--- src/rtl/pipeline_ctrl.sv ---
`default_nettype none
// ============================================================================
// Module      : pipeline_ctrl
// Description : Pipeline control unit for the OpenMIPS core.
//               - Merges per-stage stall requests into a prefix stall mask.
//               - Drives flush and new_pc on exception / eret commit.
//               - Ignores downstream stall requests for a short window after
//                 each flush, because they come from squashed bubbles.
//               - Keeps a saturating stall-cycle counter and a sticky
//                 stall watchdog.
// Ports       : clk, rst           - clock (rising edge), sync active-high reset
//               stallreq[NSTAGE]   - stall request, bit i from stage i
//               excp_valid         - exception committed this cycle
//               excp_eret          - 1: eret (return to epc_in)
//               epc_in[ADDR_W]     - CP0 EPC value
//               stat_clr           - clears stall_cnt and stall_timeout
//               stall[NSTAGE]      - stall mask, bit i holds stage i (comb)
//               flush              - clear all pipeline registers (comb)
//               new_pc[ADDR_W]     - redirect target while flush=1 (comb)
//               squash_active      - post-flush mask window open (reg)
//               stall_cnt[CNT_W]   - saturating stalled-cycle count (reg)
//               stall_timeout      - sticky watchdog flag (reg)
// Revision    : 1.0 - initial release
// ============================================================================
module pipeline_ctrl #(
    parameter int              NSTAGE     = 6,
    parameter int              ADDR_W     = 32,
    parameter logic [ADDR_W-1:0] EXC_VEC  = 32'h0000_0020,
    parameter int              SQUASH_CYC = 2,
    parameter int              CNT_W      = 32,
    parameter int              TIMEOUT    = 1024
) (
    input  logic              clk,
    input  logic              rst,
    input  logic [NSTAGE-1:0] stallreq,
    input  logic              excp_valid,
    input  logic              excp_eret,
    input  logic [ADDR_W-1:0] epc_in,
    input  logic              stat_clr,
    output logic [NSTAGE-1:0] stall,
    output logic              flush,
    output logic [ADDR_W-1:0] new_pc,
    output logic              squash_active,
    output logic [CNT_W-1:0]  stall_cnt,
    output logic              stall_timeout
);

    localparam int         c_RUN_W   = $clog2(TIMEOUT + 1);
    localparam logic [3:0] c_SQ_LOAD = (SQUASH_CYC > 0) ? 4'(SQUASH_CYC - 1) : 4'd0;
    localparam logic [c_RUN_W-1:0] c_TIMEOUT = c_RUN_W'(TIMEOUT);

    typedef enum logic [0:0] {
        S_IDLE   = 1'b0,
        S_SQUASH = 1'b1
    } state_t;

    state_t             state_q, state_d;
    logic [3:0]         sq_cnt_q, sq_cnt_d;
    logic [CNT_W-1:0]   stall_cnt_q, stall_cnt_d;
    logic [c_RUN_W-1:0] run_cnt_q, run_cnt_d;
    logic               timeout_q, timeout_d;

    logic [NSTAGE-1:0]  w_eff_req;
    logic [NSTAGE-1:0]  w_mask;
    logic               w_any_stall;

    // ------------------------------------------------------------------
    // Stall mask, flush and redirect (zero-latency)
    // ------------------------------------------------------------------
    always_comb begin
        // During the squash window only the pc stage may still request.
        if (state_q == S_SQUASH) begin
            w_eff_req = {{(NSTAGE-1){1'b0}}, stallreq[0]};
        end else begin
            w_eff_req = stallreq;
        end
    end

    // Bit i is held if any stage at or downstream of i requests a stall.
    always_comb begin
        logic acc;
        acc    = 1'b0;
        w_mask = '0;
        for (int i = NSTAGE - 1; i >= 0; i--) begin
            acc       = acc | w_eff_req[i];
            w_mask[i] = acc;
        end
    end

    always_comb begin
        stall  = '0;
        flush  = 1'b0;
        new_pc = '0;
        if (!rst) begin
            if (excp_valid) begin
                flush  = 1'b1;
                new_pc = excp_eret ? epc_in : EXC_VEC;
            end else begin
                stall = w_mask;
            end
        end
    end

    assign w_any_stall = |stall;

    // ------------------------------------------------------------------
    // Next-state logic
    // ------------------------------------------------------------------
    always_comb begin
        state_d  = state_q;
        sq_cnt_d = sq_cnt_q;
        if (excp_valid && (SQUASH_CYC > 0)) begin
            // A new exception (also inside the window) restarts the window.
            state_d  = S_SQUASH;
            sq_cnt_d = c_SQ_LOAD;
        end else if (state_q == S_SQUASH) begin
            if (sq_cnt_q == 4'd0) begin
                state_d = S_IDLE;
            end else begin
                sq_cnt_d = sq_cnt_q - 4'd1;
            end
        end
    end

    always_comb begin
        stall_cnt_d = stall_cnt_q;
        if (stat_clr) begin
            stall_cnt_d = '0;
        end else if (w_any_stall && !(&stall_cnt_q)) begin
            stall_cnt_d = stall_cnt_q + 1'b1;
        end
    end

    always_comb begin
        run_cnt_d = run_cnt_q;
        if (flush || !w_any_stall) begin
            run_cnt_d = '0;
        end else if (run_cnt_q != c_TIMEOUT) begin
            run_cnt_d = run_cnt_q + 1'b1;
        end
    end

    // Set on the edge where the run reaches TIMEOUT; clear has priority.
    always_comb begin
        timeout_d = timeout_q;
        if (stat_clr) begin
            timeout_d = 1'b0;
        end else if (run_cnt_d == c_TIMEOUT) begin
            timeout_d = 1'b1;
        end
    end

    // ------------------------------------------------------------------
    // Registers
    // ------------------------------------------------------------------
    always_ff @(posedge clk) begin
        if (rst) begin
            state_q     <= S_IDLE;
            sq_cnt_q    <= 4'd0;
            stall_cnt_q <= '0;
            run_cnt_q   <= '0;
            timeout_q   <= 1'b0;
        end else begin
            state_q     <= state_d;
            sq_cnt_q    <= sq_cnt_d;
            stall_cnt_q <= stall_cnt_d;
            run_cnt_q   <= run_cnt_d;
            timeout_q   <= timeout_d;
        end
    end

    assign squash_active = (state_q == S_SQUASH);
    assign stall_cnt     = stall_cnt_q;
    assign stall_timeout = timeout_q;

endmodule
`default_nettype wire
--- config.mk ---
export PLATFORM = sky130hd
export DESIGN_NAME = pipeline_ctrl
export DESIGN_NICKNAME = d
export VERILOG_FILES = /design/src/rtl/pipeline_ctrl.sv
export SDC_FILE = /design/constraint.sdc
export NUM_CORES = 1
export LEC_CHECK = 0
export BUFFER_PORTS_ARGS = -buffer_cell sky130_fd_sc_hd__buf_4
export CORE_AREA = 2 2 93 68
export CTS_CLUSTER_DIAMETER = 80
export DETAILED_ROUTE_END_ITERATION = 16
export DIE_AREA = 0 0 95 70
export MAX_ROUTING_LAYER = met4
export PLACE_DENSITY = 0.79
export SYNTH_ARGS = -nofsm -noshare
export SYNTH_HDL_FRONTEND = slang
export SYNTH_SLANG_ARGS = --single-unit
export TNS_END_PERCENT = 100
--- constraint.sdc ---
create_clock -name clk -period 2.6 [get_ports clk]
set_input_delay 0.13 -clock clk [delete_from_list [all_inputs] [get_ports clk]]
set_output_delay 0.13 -clock clk [all_outputs]
set_load 0.1 [all_outputs]
### Yosys cells after proc, flatten, opt, wreduce, memory -nomap -nowiden

Cells that the tools add are included.

* bits in registers: 49
* input bits: 43
* output and inout bits: 73
* logic and storage cells: 46

* $add $sub $neg: 3
* equality and inequality tests: 3
* muxes and demuxes: 16
* bitwise gates (word level): 6
* reductions and logical operators: 12

Operators by type and width (number)
* two-way mux 32 bit: 3
* adder 32 x 1 -> 32 bit, second input constant: 1
* AND reduction 32 bit: 1
* two-way mux 11 bit: 2
* two-way mux 6 bit: 3
* adder 11 x 1 -> 11 bit, second input constant: 1
* equality test 11 bit, second input constant: 1
* inequality test 11 bit, second input constant: 1
* two-way mux 1 bit: 8
* OR reduction 6 bit: 1
* bitwise OR 1 bit: 5
* logical NOT 4 bit: 1
* AND reduction 2 bit: 2
* OR reduction 2 bit: 2
* subtractor 4 x 1 -> 4 bit, second input constant: 1
* logical NOT 1 bit: 2
* inequality test 2 bit, second input constant: 1
* nonzero test 2 bit: 1
* logical AND 1 bit: 1
* logical OR 1 bit: 1
* NOT 1 bit: 1

### Depth between registers and ports, before layout

* word-level depth: 13
* depth in mapped cells: 9

### Least setup slack after synthesis

OpenSTA, ideal clock, no wires.

* path kind: reg-to-reg
* start: reg state_q (netlist: squash_active)
* end: reg stall_cnt_q[19] (netlist: stall_cnt[19])
* arrival: 2.909 ns
* data required time: 2.484 ns
* setup slack: -0.425 ns
* stages on the path, launching flop included: 7
* path through: dfxtp_1 a221o_1 inv_1 nand3_1 nor3_1 a21oi_1 a31o_2

* cells in the longest elaborated chain, start to end: 10

RTL lines
* start: declaration: line 57 `state_t state_q, state_d;`
* start signal: assignment: line 164 `state_q <= state_d;`
* two-way mux 6 bit (*): line 72 `if (state_q == S_SQUASH) begin`
* bitwise OR 1 bit (3 in series): line 85 `acc = acc | w_eff_req[i];`
* bitwise OR 1 bit (*) (2 in series): line 85
* two-way mux 6 bit (*): line 95 `if (excp_valid) begin`
* two-way mux 6 bit (*): line 94 `if (!rst) begin`
* via stall[0]: line 40 `output logic [NSTAGE-1:0] stall,`
* OR reduction 6 bit (*): line 104 `assign w_any_stall = |stall;`
* logical AND 1 bit (*): line 129 `end else if (w_any_stall && !(&stall_cnt_q)) begin`
* end signal: assignment: line 166 `stall_cnt_q <= stall_cnt_d;`
* end: declaration: line 59 `logic [CNT_W-1:0] stall_cnt_q, stall_cnt_d;`

The timed path passes the listed nets; every way through them passes the cells marked *.
A chain may end at the register's enable or synchronous reset.

### Final worst setup path

* start: reg stall_cnt_q[0] (netlist: stall_cnt[0])
* end: reg stall_cnt_q[28] (netlist: stall_cnt[28])

* cells in the longest elaborated chain, start to end: 3
* elaborated cells between the ends (all ways): 4
* classes of those cells: 1 x add/sub; 3 x reduce/logical

RTL lines
* branches (longest 3 deep; another with adder 32 x 1 -> 32 bit)

Several ways; the timed one is not identified.

==> summary.md <==
| Metric | Value |
|---|---|
| N_diodes | 0 |
| PwrDens | 437 nW/um^2 |
| Leakage power | 0.00168 uW |
| Area of the multi-input gates | 1580 sq um |
| Count of input and output buffers | 115 |
| Antenna violations before repair | 0 |
| Clock Path Buffers | 2 |
| Commonest cells after routing, fill and taps aside | buf_4, nor2_1, dfxtp_1 |
| Crit path DAT | 2510 ps |
| DRT antenna net count | 0 |
| Die H | 70 microns |
| Die width | 95 microns |
| Hold buffers post-CTS | 0 |
| Num CTS Buffers | 5 |
| Iter 0 DRT Violations | 144 |
| Crit share post-route | 87.0% |
| RSZ-0062 raised after global routing | no |
| Placed Area | 3620 sq um |
| Final Hold Vio Count | 0 |
| GRT overflow | 0 |
| Pin count of the biggest net entering global routing | 33 |
| Layout Skew | 7.27 ps |
| Area growth, synth to finish | 40.1% |
| Synth Flop Type | dfxtp_1 |
| GRT Resource Usage Total | 22.2% |
| Clk slew on worst S/H paths | 100 ps |
| Asr flop ratio synth | 0% |
| Worst-path maximum fanout | 7 |
| Critical Path RT | 2850 ps |
| Final setup viols | 0 |
| Synthesized area per cell | 7.75 sq um |
| Worst hold path type | in2reg |
| Setup CP Type | reg2reg |
| Core footprint | 5920 sq um |
| WHS | 43.2 ps |
| Clock Root Buffer | clkbuf_8 |
| Slew HR | 61.5% |
| Row Count | 24 |
| Leading post-synthesis cells by cell area | dfxtp_1, nor2_1, and3_1 |
| Vias | 2,793 |
| Outcome | complete, no violations |
| DR vias/cell | 5.22 |
| Syn Nets | 391 |
| Die area | 6650 sq um |
| Max capacitance violation total | 0 |
| Final nets | 503 |
| Mapped cell area | 2670 sq um |
| Top-area cell type share of the netlist area | 36.8% |
| Initial Utilization | 45.1% |
| Fin crit period | 2260 ps |
| Clock insertion delay at the later pin of the skew report | 310 ps |
| Final Total Pwr | 1630 uW |
| # clock sinks | 49 |
| Crit start category | register |
| DR WL/cell | 13.5 microns |
| Final setup TNS | 0 ps |
| Cell variety after synth | 43 |
| Reg area | 996 sq um |
| Fill cell count | 534 |
| Post-CTS Resized | 0 |
| Post-DP HPWL | 5.57 mm |
| Gate Count Post-Synth | 344 |
| Max-slew violations | 0 |
| Postcts setup bufs | 0 |
| F_max | 0.442 GHz |
| Yosys top cell by area | dfxtp_1 |
| YS warnings | 0 |
| CTS H-Tree Depth | 2 |
| Detailed Routing Iterations Pass 1 | 4 |
| Post-synth EDFFs | 0 |
| Layout cells sized above 1 | 32.8% |
| Crit end category | register |
| Vias in the first global route | 2,486 |
| Placed cell count | 527 |
| First-pass GRT wire length | 11.6 mm |
| CTS tree | yes |
| Sequential fraction of the synthesis area | 36.8% |
| VDD IR max | 0.321 mV |
| Leading cell type in the layout, fill and taps excluded | buf_4 |
| RD Place Congestion | 0.856 |
| I/O pin count | 116 |
| Slew @ Worst Pin | 577 ps |
| Cell Count, Final, Fillers Out | 535 |
| Flops & latches, synth | 49 |
| Total Routed Length | 7.23 mm |
| DRC Markers | 0 |
| Final instance area | 3730 sq um |
-- logic make-up (layout without fill, tap and decap cells) --
group | Yosys count | after routing | synth area share, %
muxes | 2 | 2 | 0.798
and+or+nand+nor | 197 | 197 | 38.0
DFF | 49 | 49 | 36.8
AOI/OAI and AO/OA | 31 | 31 | 7.18
adders and majority gates | 4 | 4 | 1.88
xor gates and xnor gates | 34 | 34 | 11.2
buffers and inverters | 27 | 140 | 4.13
-- metrics by stage --
stage | utilization, % | worst slack (ps)
detailed placement | 61.2 | 263
floorplan | - | 22.3
global route | 63.1 | 180
CTS | 63.1 | 337
global placement | 61.2 | 309
finish | 63.1 | 337
-- layer usage --
metal / GRT usage, % / vias to the layer above / part of all wire [%]
met2: 32.5 / 66 / 46
met5: - / - / 0
met4: 3.86 / 0 / 0.36
li1: - / 1430 / -
met3: 5.61 / 4 / 4.8
met1: 31.5 / 1293 / 49
-- worst max-delay path, cell delays in order, from the launching register on --
cell and delay (ps):
dfxtp_2 380, ha_1 180, nand3_1 170, or2_1 350, or4_4 540, or4_1 410
a21oi_1 150
-- power breakdown --
| group | switching [uW] | total, uW | internal [uW] |
|---|---|---|---|
| Sequential | 5.91 | 761 | 755 |
| Clock | 269 | 559 | 289 |
| Combinational | 221 | 313 | 91.5 |
-- registers in the layout, indices dropped and copies added, names as in the netlist --
name,cells
run_cnt_q,11
sq_cnt_q,4
squash_active,1
stall_cnt,32
stall_timeout,1
-- Yosys cell counts, drive strengths merged, types with 3 or more instances --
library cell	count
a21oi	15
and3	36
clkbuf	13
dfxtp	49
ha	4
inv	12
nand2	23
nand3	20
nand4	13
nor2	61
nor3	9
nor3b	3
nor4	10
o21ai	5
or2	5
or3	5
or4	3
xnor2	13
xor2	21
-- cell type report --
type | count | share of cell area, %
clock inverter | 2 | 1.04
clock buffer | 6 | 1.94
multi-input combinational | 268 | 42.3
tap | 78 | 2.61
inverter | 12 | 1.31
sequential | 49 | 26.7
timing repair buffer | 120 | 24.1
-- final timing paths --
kind                     start             to  slack (ps)  cells after the start
hold reg to reg   stall_cnt[1]   stall_cnt[1]         490                      2
setup reg to reg  stall_cnt[0]  stall_cnt[28]         340                      6
hold / removal             rst  squash_active          40                      2
setup / recovery  stall_cnt[0]  stall_cnt[28]         340                      6
Power figures use the tool's default switching activity.
